--- src/rtl/cla_pkg.sv ---
// Shared definitions for the sliced carry-lookahead add/subtract unit.
// Latency: n/a (types, constants and a sizing helper only).
// Backpressure: n/a.
package cla_pkg;

   typedef enum logic [1:0] {
      IDLE = 2'd0,
      RUN  = 2'd1,
      DONE = 2'd2
   } state_t;

   // Slice counter width; a single-slice build still needs a 1-bit counter.
   function automatic int cnt_width(input int n);
      return (n <= 1) ? 1 : $clog2(n);
   endfunction

   localparam int DEF_WIDTH = 32;
   localparam int DEF_CHUNK = 8;
   localparam int N_CHUNKS  = DEF_WIDTH / DEF_CHUNK;
   localparam int CNT_W     = cnt_width(N_CHUNKS);

endpackage

--- src/rtl/cla_group.sv ---
// Flat two-level carry-lookahead group over W bits.
// Latency: purely combinational.
// Backpressure: none (no state).
module cla_group #(
   parameter int W = 8
) (
   input  logic [W-1:0] p,
   input  logic [W-1:0] g,
   input  logic         cin,
   output logic [W-1:0] carry,
   output logic         cout
);

   logic [W:0] c;
   logic       term;

   // Each c[i+1] is an OR of product terms: cin propagated through p[0..i],
   // plus every g[j] propagated through p[j+1..i]. No ripple between bits.
   always_comb begin
      c    = '0;
      term = 1'b0;
      c[0] = cin;
      for (int i = 0; i < W; i++) begin
         term = cin;
         for (int k = 0; k <= i; k++) term = term & p[k];
         c[i+1] = term;
         for (int j = 0; j <= i; j++) begin
            term = g[j];
            for (int k = j + 1; k <= i; k++) term = term & p[k];
            c[i+1] = c[i+1] | term;
         end
      end
   end

   assign carry = c[W-1:0];
   assign cout  = c[W];

endmodule

--- src/rtl/cla_addsub_seq.sv ---
// Multi-cycle WIDTH-bit add/subtract, one CHUNK-bit lookahead slice per clock; flags carry, signed overflow, zero.
// Latency: N=WIDTH/CHUNK RUN cycles, out_valid rises on the edge that ends the last slice; back-to-back issue from DONE.
// Backpressure: result and flags hold while out_ready is low; in_ready only in IDLE or DONE&out_ready. Macro CLA_SAT_EN saturates on overflow.
module cla_addsub_seq
   import cla_pkg::*;
#(
   parameter int WIDTH = 32,
   parameter int CHUNK = 8
) (
   input  logic             clk,
   input  logic             rst_n,
   input  logic             in_valid,
   output logic             in_ready,
   input  logic [WIDTH-1:0] a,
   input  logic [WIDTH-1:0] b,
   input  logic             sub,
   output logic             out_valid,
   input  logic             out_ready,
   output logic [WIDTH-1:0] sum,
   output logic             cout,
   output logic             ovf,
   output logic             zero
);

   localparam int N  = WIDTH / CHUNK;
   localparam int CW = cnt_width(N);

   state_t           state, state_nxt;
   logic [CW-1:0]    cnt;
   logic [WIDTH-1:0] a_r, b_r, res_r;
   logic             carry_r;
   logic             accept, last;

   logic [CHUNK-1:0] p_k, g_k, c_k, slice;
   logic             c_out;
   int               base;
   logic [WIDTH-1:0] res_nxt, fin;
   logic             msb_cin, ovf_nxt;

   assign in_ready = rst_n & ((state == IDLE) | ((state == DONE) & out_ready));
   assign accept   = in_valid & in_ready;
   assign last     = (cnt == CW'(N - 1));

   // Next-state and handshake outputs.
   always_comb begin
      state_nxt = state;
      out_valid = 1'b0;
      case (state)
         IDLE: if (accept) state_nxt = RUN;
         RUN:  if (last) state_nxt = DONE;
         DONE: begin
            out_valid = 1'b1;
            if (out_ready) state_nxt = accept ? RUN : IDLE;
         end
         default: state_nxt = IDLE;
      endcase
   end

   // State register.
   always_ff @(posedge clk) begin
      if (!rst_n) state <= IDLE;
      else        state <= state_nxt;
   end

   // Current slice: generate/propagate and its lookahead result.
   always_comb begin
      base  = int'(cnt) * CHUNK;
      p_k   = a_r[base +: CHUNK] ^ b_r[base +: CHUNK];
      g_k   = a_r[base +: CHUNK] & b_r[base +: CHUNK];
   end

   cla_group #(.W(CHUNK)) u_group (
      .p     (p_k),
      .g     (g_k),
      .cin   (carry_r),
      .carry (c_k),
      .cout  (c_out)
   );

   // Merge the slice into the partial result and form the final value on the last slice.
   always_comb begin
      slice   = p_k ^ c_k;
      res_nxt = res_r;
      res_nxt[base +: CHUNK] = slice;
      msb_cin = c_k[CHUNK-1];
      ovf_nxt = c_out ^ msb_cin;
`ifdef CLA_SAT_EN
      if (ovf_nxt) fin = a_r[WIDTH-1] ? {1'b1, {(WIDTH-1){1'b0}}} : {1'b0, {(WIDTH-1){1'b1}}};
      else         fin = res_nxt;
`else
      fin = res_nxt;
`endif
   end

   // Operand capture, per-slice carry chain and result/flag registers.
   always_ff @(posedge clk) begin
      if (!rst_n) begin
         cnt     <= '0;
         carry_r <= 1'b0;
         a_r     <= '0;
         b_r     <= '0;
         res_r   <= '0;
         sum     <= '0;
         cout    <= 1'b0;
         ovf     <= 1'b0;
         zero    <= 1'b0;
      end else if (accept) begin
         a_r     <= a;
         b_r     <= b ^ {WIDTH{sub}};
         carry_r <= sub;
         cnt     <= '0;
      end else if (state == RUN) begin
         carry_r <= c_out;
         res_r   <= res_nxt;
         cnt     <= cnt + CW'(1);
         if (last) begin
            sum  <= fin;
            cout <= c_out;
            ovf  <= ovf_nxt;
            zero <= (fin == '0);
         end
      end
   end

endmodule

--- config.mk ---
export PLATFORM = sky130hd
export DESIGN_NAME = cla_addsub_seq
export DESIGN_NICKNAME = d
export VERILOG_FILES = /design/src/rtl/cla_pkg.sv /design/src/rtl/cla_group.sv /design/src/rtl/cla_addsub_seq.sv
export SDC_FILE = /design/constraint.sdc
export NUM_CORES = 1
export LEC_CHECK = 0
export BUFFER_PORTS_ARGS = -buffer_cell sky130_fd_sc_hd__buf_2
export CELL_PAD_IN_SITES_DETAIL_PLACEMENT = 2
export CELL_PAD_IN_SITES_GLOBAL_PLACEMENT = 2
export CORE_MARGIN = 1.5
export CORE_UTILIZATION = 35
export CTS_BUF_LIST = sky130_fd_sc_hd__clkbuf_2 sky130_fd_sc_hd__clkbuf_4 sky130_fd_sc_hd__clkbuf_8
export DETAILED_ROUTE_END_ITERATION = 7
export PLACE_DENSITY_LB_ADDON = 0.1
export SYNTH_ARGS = -nofsm -noshare
export SYNTH_HDL_FRONTEND = slang
export SYNTH_SLANG_ARGS = --single-unit
--- constraint.sdc ---
create_clock -name clk -period 4.41 [get_ports clk]
set_input_delay 0.882 -clock clk [delete_from_list [all_inputs] [get_ports clk]]
set_output_delay 0.882 -clock clk [all_outputs]
set_load 0.1 [all_outputs]
; Word-level counts from Yosys, hierarchy flattened
; Index checks and enable logic that the tools add are counted.
[word_totals]
regBits = 136
output_inout_bits = 37
wordCells = 121
in_bits = 69
[classes]
n_eq_ne = 6
add_sub_neg = 2
n_bitwise = 83
shift = 4
n_mux = 9
reduce_logical = 7
[ops]
columns = operator, n
row1 = 32-bit by 6-bit variable part select with 8-bit output, 2
row2 = 1-bit bitwise AND, 39
row3 = 1-bit OR, 37
row4 = 5-bit negator with 33-bit output, 1
row5 = "8-bit by 33-bit variable shift with 32-bit output, first input constant", 1
row6 = 8-bit by 33-bit variable part select with 32-bit output, 1
row7 = 32-bit bitwise mux, 1
row8 = 32-bit logical NOT, 1
row9 = 32-bit XOR, 1
row10 = 8-bit XOR, 2
row11 = 8-bit bitwise AND, 1
row12 = 2-bit two-way mux, 3
row13 = "2-bit != test, second input constant", 3
row14 = 2-bit one-hot mux with 3 select lines, 1
row15 = 3-bit AND reduction, 2
row16 = "2-bit equality test, second input constant", 2
row17 = 1-bit two-way mux, 4
row18 = "2-bit by 1-bit adder with 2-bit output, second input constant", 1
row19 = "2-bit by 1-bit equality test with 1-bit output, second input constant", 1
row20 = 2-bit logical NOT, 1
row21 = 1-bit inverter, 2
row22 = 2-bit AND reduction, 1
row23 = 2-bit nonzero test, 1
row24 = 2-bit OR reduction, 1
row25 = 1-bit XOR, 1

; Depth between registers and ports, before layout
[depth]
ltp_word = 20
depth_mapped = 13
mapped_depth_nobuf = 10

; Hierarchy
; Synthesis repeated with hierarchy kept, for this count alone.
[unflattened]
cells_unflattened = 715
area_unflattened_um2 = 6581.3
[modules_own_cells]
columns = module, seq_area_each_um2, n_inst, area_per_inst_um2, cells_each
row1 = cla_addsub_seq, 2722.6, 1, 6461.2, 698
row2 = cla_group, 0.0, 1, 120.1, 17

; Worst setup path before layout
; Ideal clock, no wire load.
[synth_path]
kind = input port to flip-flop
from = in rst_n
to = reg a_r[10]
path_stages = 6
t_arrival_ns = 4.041
setup_slack_ns = 0.237
setup_time_ns = 0.132
n_path_buf = 1
t_required_ns = 4.278
cell_sequence = inv_2 nor3_1 nand2_1 clkbuf_1 nand2_1 a21oi_1
[synth_between]
elab_chain_cells = 2
[synth_rtl]
columns = item, line
row1 = "start, declared", cla_addsub_seq.sv:11  ; input logic rst_n,
row2 = 1-bit bitwise AND, cla_addsub_seq.sv:40  ; assign in_ready = rst_n & ((state == IDLE) | ((state == DONE) & out_ready));
row3 = net in_ready, cla_addsub_seq.sv:13  ; output logic in_ready,
row4 = 1-bit bitwise AND, cla_addsub_seq.sv:41  ; assign accept = in_valid & in_ready;
row5 = "end signal, assigned", cla_addsub_seq.sv:100  ; a_r <= '0;
row6 = "end signal, assigned", cla_addsub_seq.sv:108  ; a_r <= a;
row7 = "end, declared", cla_addsub_seq.sv:30  ; logic [WIDTH-1:0] a_r, b_r, res_r;
; The timed path passes the listed nets, and every way through them passes these cells.
; A chain may end at the register's enable or synchronous reset.

; Worst setup path after layout
[layout_path]
from = reg cnt[0]
to = reg sum[7]
[layout_between]
elab_chain_cells = 19
elab_cells_between_ends = 67
classes_between = 1 x add/sub / 1 x eq/ne / 4 x shift / 1 x mux / 59 x bitwise / 1 x reduce/logical
[layout_rtl]
columns = item, line
row1 = "start, declared", cla_addsub_seq.sv:29  ; logic [CW-1:0] cnt;
row2 = "start signal, assigned", cla_addsub_seq.sv:115  ; cnt <= cnt + CW'(1);
row3 = 32-bit by 6-bit variable part select with 8-bit output, "cla_addsub_seq.sv:68, cla_addsub_seq.sv:69"
row4 = 8-bit XOR, cla_addsub_seq.sv:68  ; p_k = a_r[base +: CHUNK] ^ b_r[base +: CHUNK];
row5 = 1-bit bitwise AND (7 in series), cla_group.sv:25  ; for (int k = 0; k <= i; k++) term = term & p[k];
row6 = 1-bit OR (7 in series), cla_group.sv:30  ; c[i+1] = c[i+1] | term;
row7 = 8-bit XOR, cla_addsub_seq.sv:82  ; slice = p_k ^ c_k;
row8 = 8-bit by 33-bit variable part select with 32-bit output, cla_addsub_seq.sv:84  ; res_nxt[base +: CHUNK] = slice;
row9 = 32-bit bitwise mux, cla_addsub_seq.sv:84
row10 = "end signal, assigned", cla_addsub_seq.sv:117  ; sum <= fin;
row11 = "end, declared", cla_addsub_seq.sv:19  ; output logic [WIDTH-1:0] sum,
; Several ways; a longest one is shown, not always the timed one.

==> run summary <==
Synthesis-to-finish area growth: 18.3%
Sequential Power Share: 45.7%
Required arrival time at the worst endpoint: 4710 ps
TritonRoute pass-1 iters: 4
Critical path launch point type: flip-flop
Violation count after the first detailed-routing iteration: 304
Crit path capture: sum[7]$_SDFFE_PN0P_
Syn_nets: 800
Filler-free cell count of the finished design: 1,037
Number of max-cap violations: 0
Start-to-end type of the worst setup path: reg2reg
Placed Instances: 1,005
Cell-internal power: 2.06 mW
# clock sinks: 136
Vias per inst: 5.55
Number of rows created at floorplan: 48
Cell area after synthesis: 6300 µm²
Unrepaired setup endpoints after global routing: no
Met3 Track Usage GR: 4.48%
Share of the core filled with cells: 42.8%
Achievable Freq: 264 MHz
Share of power burned in the clock network: 38.7%
Max Slew Vio Count: 0
Diode count: 0
Setup Skew: 9.72 ps
Seq/Total Area, Yosys: 43.2%
Top_reg_cell synth: sky130_fd_sc_hd__dfxtp_1
Detailed-placement wirelength estimate: 15,100 µm
Number of vias in the routed layout: 5,754
Count of endpoints failing hold in the final timing report: 0
Core area: 17,400 µm²
Met2 Usage GRT: 40.6%
Overall Power: 2.91 mW
Final period util: 85.8%
EDFF count, synth: 0
Final worst slack: 626 ps
Clock root cell: sky130_fd_sc_hd__clkbuf_8
Count of synthesis-stage warnings from yosys: 0
Total power density per cell area: 390 nW/µm²
Clock Tree Buf Depth: 2
Dominant cell by count in the synthesized netlist: sky130_fd_sc_hd__dfxtp_1
Post-CTS setup-driven buffer insertion count: 0
Worst Setup Slack post-DPL: 618 ps
Critical path arrival: 4080 ps
Maximum fanout count along the critical path: 7
IO Port Bufs: 105
Share of post-route cells with drive strength above 1: 21.6%
CTS Hold Buffers Added: 0
Proportion of netlist area held by the largest area contributor: 43.2%
Leftover overflow at the end of global routing: 0
Clock latency at the later pin of the worst-skew pair: 460 ps
Sequential cell area: 2720 µm²
Cell variety after synth: 51
TritonCTS clock tree: done
Filler Cells Inserted: 1,978
Least-Margin Pin Slew: 1210 ps
Post-route cell area: 7450 µm²
Total negative slack: 0 ps
Pin count of the biggest net entering global routing: 71
Layout Nets: 884
I/O pins: 106
Classification of the worst-slack hold path: reg2reg
Met1 global-route usage: 28.0%
Worst hold slack: 465 ps
Critical Path Source: cnt[0]$_SDFFE_PP0P_
FF-to-FF path depth: 10
VDD IR max: 0.193 mV
Cts repair resizes: 0
Final setup viols: 0
Post-synthesis instance total: 715
Sw Ratio: 29.1%
Final estimated routing congestion in global placement: 0.804
Number of buffers added by the clock tree synthesis step: 17
List of most frequent post-synthesis cells: 136 x sky130_fd_sc_hd__dfxtp_1, 99 x sky130_fd_sc_hd__nor2_1, 84 x sky130_fd_sc_hd__nand2_1
Static leakage: 2.89 nW
Total GRT Usage: 23.3%
Reg-to-reg startpoint: cnt[0]$_SDFFE_PP0P_
Antenna violations before repair: 0
X dimension of the die: 137 µm
Register-to-Register Setup Slack: 630 ps
Type of element capturing the critical path: flip-flop
First-pass GRT wire length: 33,300 µm
Post-detailed-routing wire length: 21,000 µm
Wirelength per Cell: 20.3 µm
Area enclosed by the die boundary: 18,800 µm²
Net Sw Power: 845 µW
Via count of the first global-routing pass: 6,123
Die Span Y: 137 µm
Final min period: 3780 ps
Synthesized area divided by synthesized cell count: 8.81 µm²
Cell taking the most area after synthesis: sky130_fd_sc_hd__dfxtp_1
Placed inst area: 7030 µm²
Asr flop ratio synth: 0%
Busiest layer in global routing: met2
Number of storage elements in the synthesis netlist: 136
Total area of multi-input combinational cells: 3330 µm²
Result of the run: completed
H-tree depth: 4
Reg-to-reg critical path endpoint: sum[7]$_SDFFE_PN0P_
Post-detailed-route DRC marker count: 0
Number of nets with antenna violations after detailed routing: 0
Initial cell density of the core: 36.2%
Leading post-synthesis cells by cell area: sky130_fd_sc_hd__dfxtp_1 43%, sky130_fd_sc_hd__a211oi_1 7.4%, sky130_fd_sc_hd__nor2_1 5.9%
Headroom to the max-slew limit: 19.3%
Clock-pin slew on the worst setup and hold paths: 80 ps
Share of power burned in combinational logic: 15.6%
## worst min path at each step
stage / start / endpoint / slack, ps / cells past startpoint
floorplan: a_r[16]$_SDFFE_PN0P_ / a_r[16]$_SDFFE_PN0P_ / 430 / 2
global placement: a_r[30]$_SDFFE_PN0P_ / a_r[30]$_SDFFE_PN0P_ / 450 / 2
detailed placement: a_r[4]$_SDFFE_PN0P_ / a_r[4]$_SDFFE_PN0P_ / 460 / 2
CTS: a_r[7]$_SDFFE_PN0P_ / a_r[7]$_SDFFE_PN0P_ / 470 / 2
global route: a_r[30]$_SDFFE_PN0P_ / a_r[30]$_SDFFE_PN0P_ / 490 / 2
finish: a_r[7]$_SDFFE_PN0P_ / a_r[7]$_SDFFE_PN0P_ / 460 / 2
## critical path, cell delays in order, from the launching register on
cell	delay [ps]
sky130_fd_sc_hd__dfxtp_1	570
sky130_fd_sc_hd__mux4_2	600
sky130_fd_sc_hd__ha_1	310
sky130_fd_sc_hd__ha_1	220
sky130_fd_sc_hd__o211ai_1	250
sky130_fd_sc_hd__a21oi_1	130
sky130_fd_sc_hd__or3_1	490
sky130_fd_sc_hd__a21oi_2	270
sky130_fd_sc_hd__xnor2_1	260
sky130_fd_sc_hd__a221oi_1	390
sky130_fd_sc_hd__a31oi_1	140
## cells by family after synthesis
kind of cell	count (synthesis)	synth area share, %
AND/OR/NAND/NOR	233	16.1
XOR/XNOR	37	5.15
adder cells (fa/ha/maj)	16	3.30
buffers and inverters	66	4.05
multiplexers	16	5.72
AO/OA/AOI/OAI	211	22.4
flip-flops	136	43.2
## registers in the layout, summed over array words and instances (netlist names), 2 cells and up
register and flops:
b_r 32, a_r 32, sum 32, res_r 32, state 2, cnt 2
## metal layers
layer  routed length [µm]  part of all wire (%)
met1                 9110                    43
met2                10600                    51
met4                  558                   2.7
met3                  725                   3.4
met5                    0                     0
## power by group through the flow
stage	clock network [mW]	logic, mW	registers (mW)
global route	1.21	0.495	1.34
global placement	0	0.430	1.35
finish	1.12	0.453	1.33
detailed placement	0	0.452	1.36
CTS	1.15	0.456	1.33
floorplan	0	0.306	1.34
## placed cells by master, fill, tap and decap left out, types with 8 or more instances in the layout
cell type / instances
sky130_fd_sc_hd__nand2_1: 84
sky130_fd_sc_hd__buf_4: 14
sky130_fd_sc_hd__nor2_1: 99
sky130_fd_sc_hd__o21ai_0: 27
sky130_fd_sc_hd__a211oi_1: 62
sky130_fd_sc_hd__buf_2: 105
sky130_fd_sc_hd__inv_1: 10
sky130_fd_sc_hd__a21oi_1: 56
sky130_fd_sc_hd__ha_1: 15
sky130_fd_sc_hd__dfxtp_1: 136
sky130_fd_sc_hd__clkbuf_8: 19
sky130_fd_sc_hd__a221oi_1: 11
sky130_fd_sc_hd__a31oi_1: 8
sky130_fd_sc_hd__a22oi_1: 18
sky130_fd_sc_hd__nor2b_1: 8
sky130_fd_sc_hd__xnor2_1: 34
sky130_fd_sc_hd__mux4_2: 16
## cell type report
class | instances | share of cell area, %
multi-input combinational | 513 | 44.7
sequential | 136 | 36.5
timing repair buffer | 120 | 8.73
tap | 225 | 3.78
clock buffer | 21 | 3.71
clock inverter | 11 | 1.98
inverter | 11 | 0.571
Note: power is estimated with default switching activity, not from simulation.
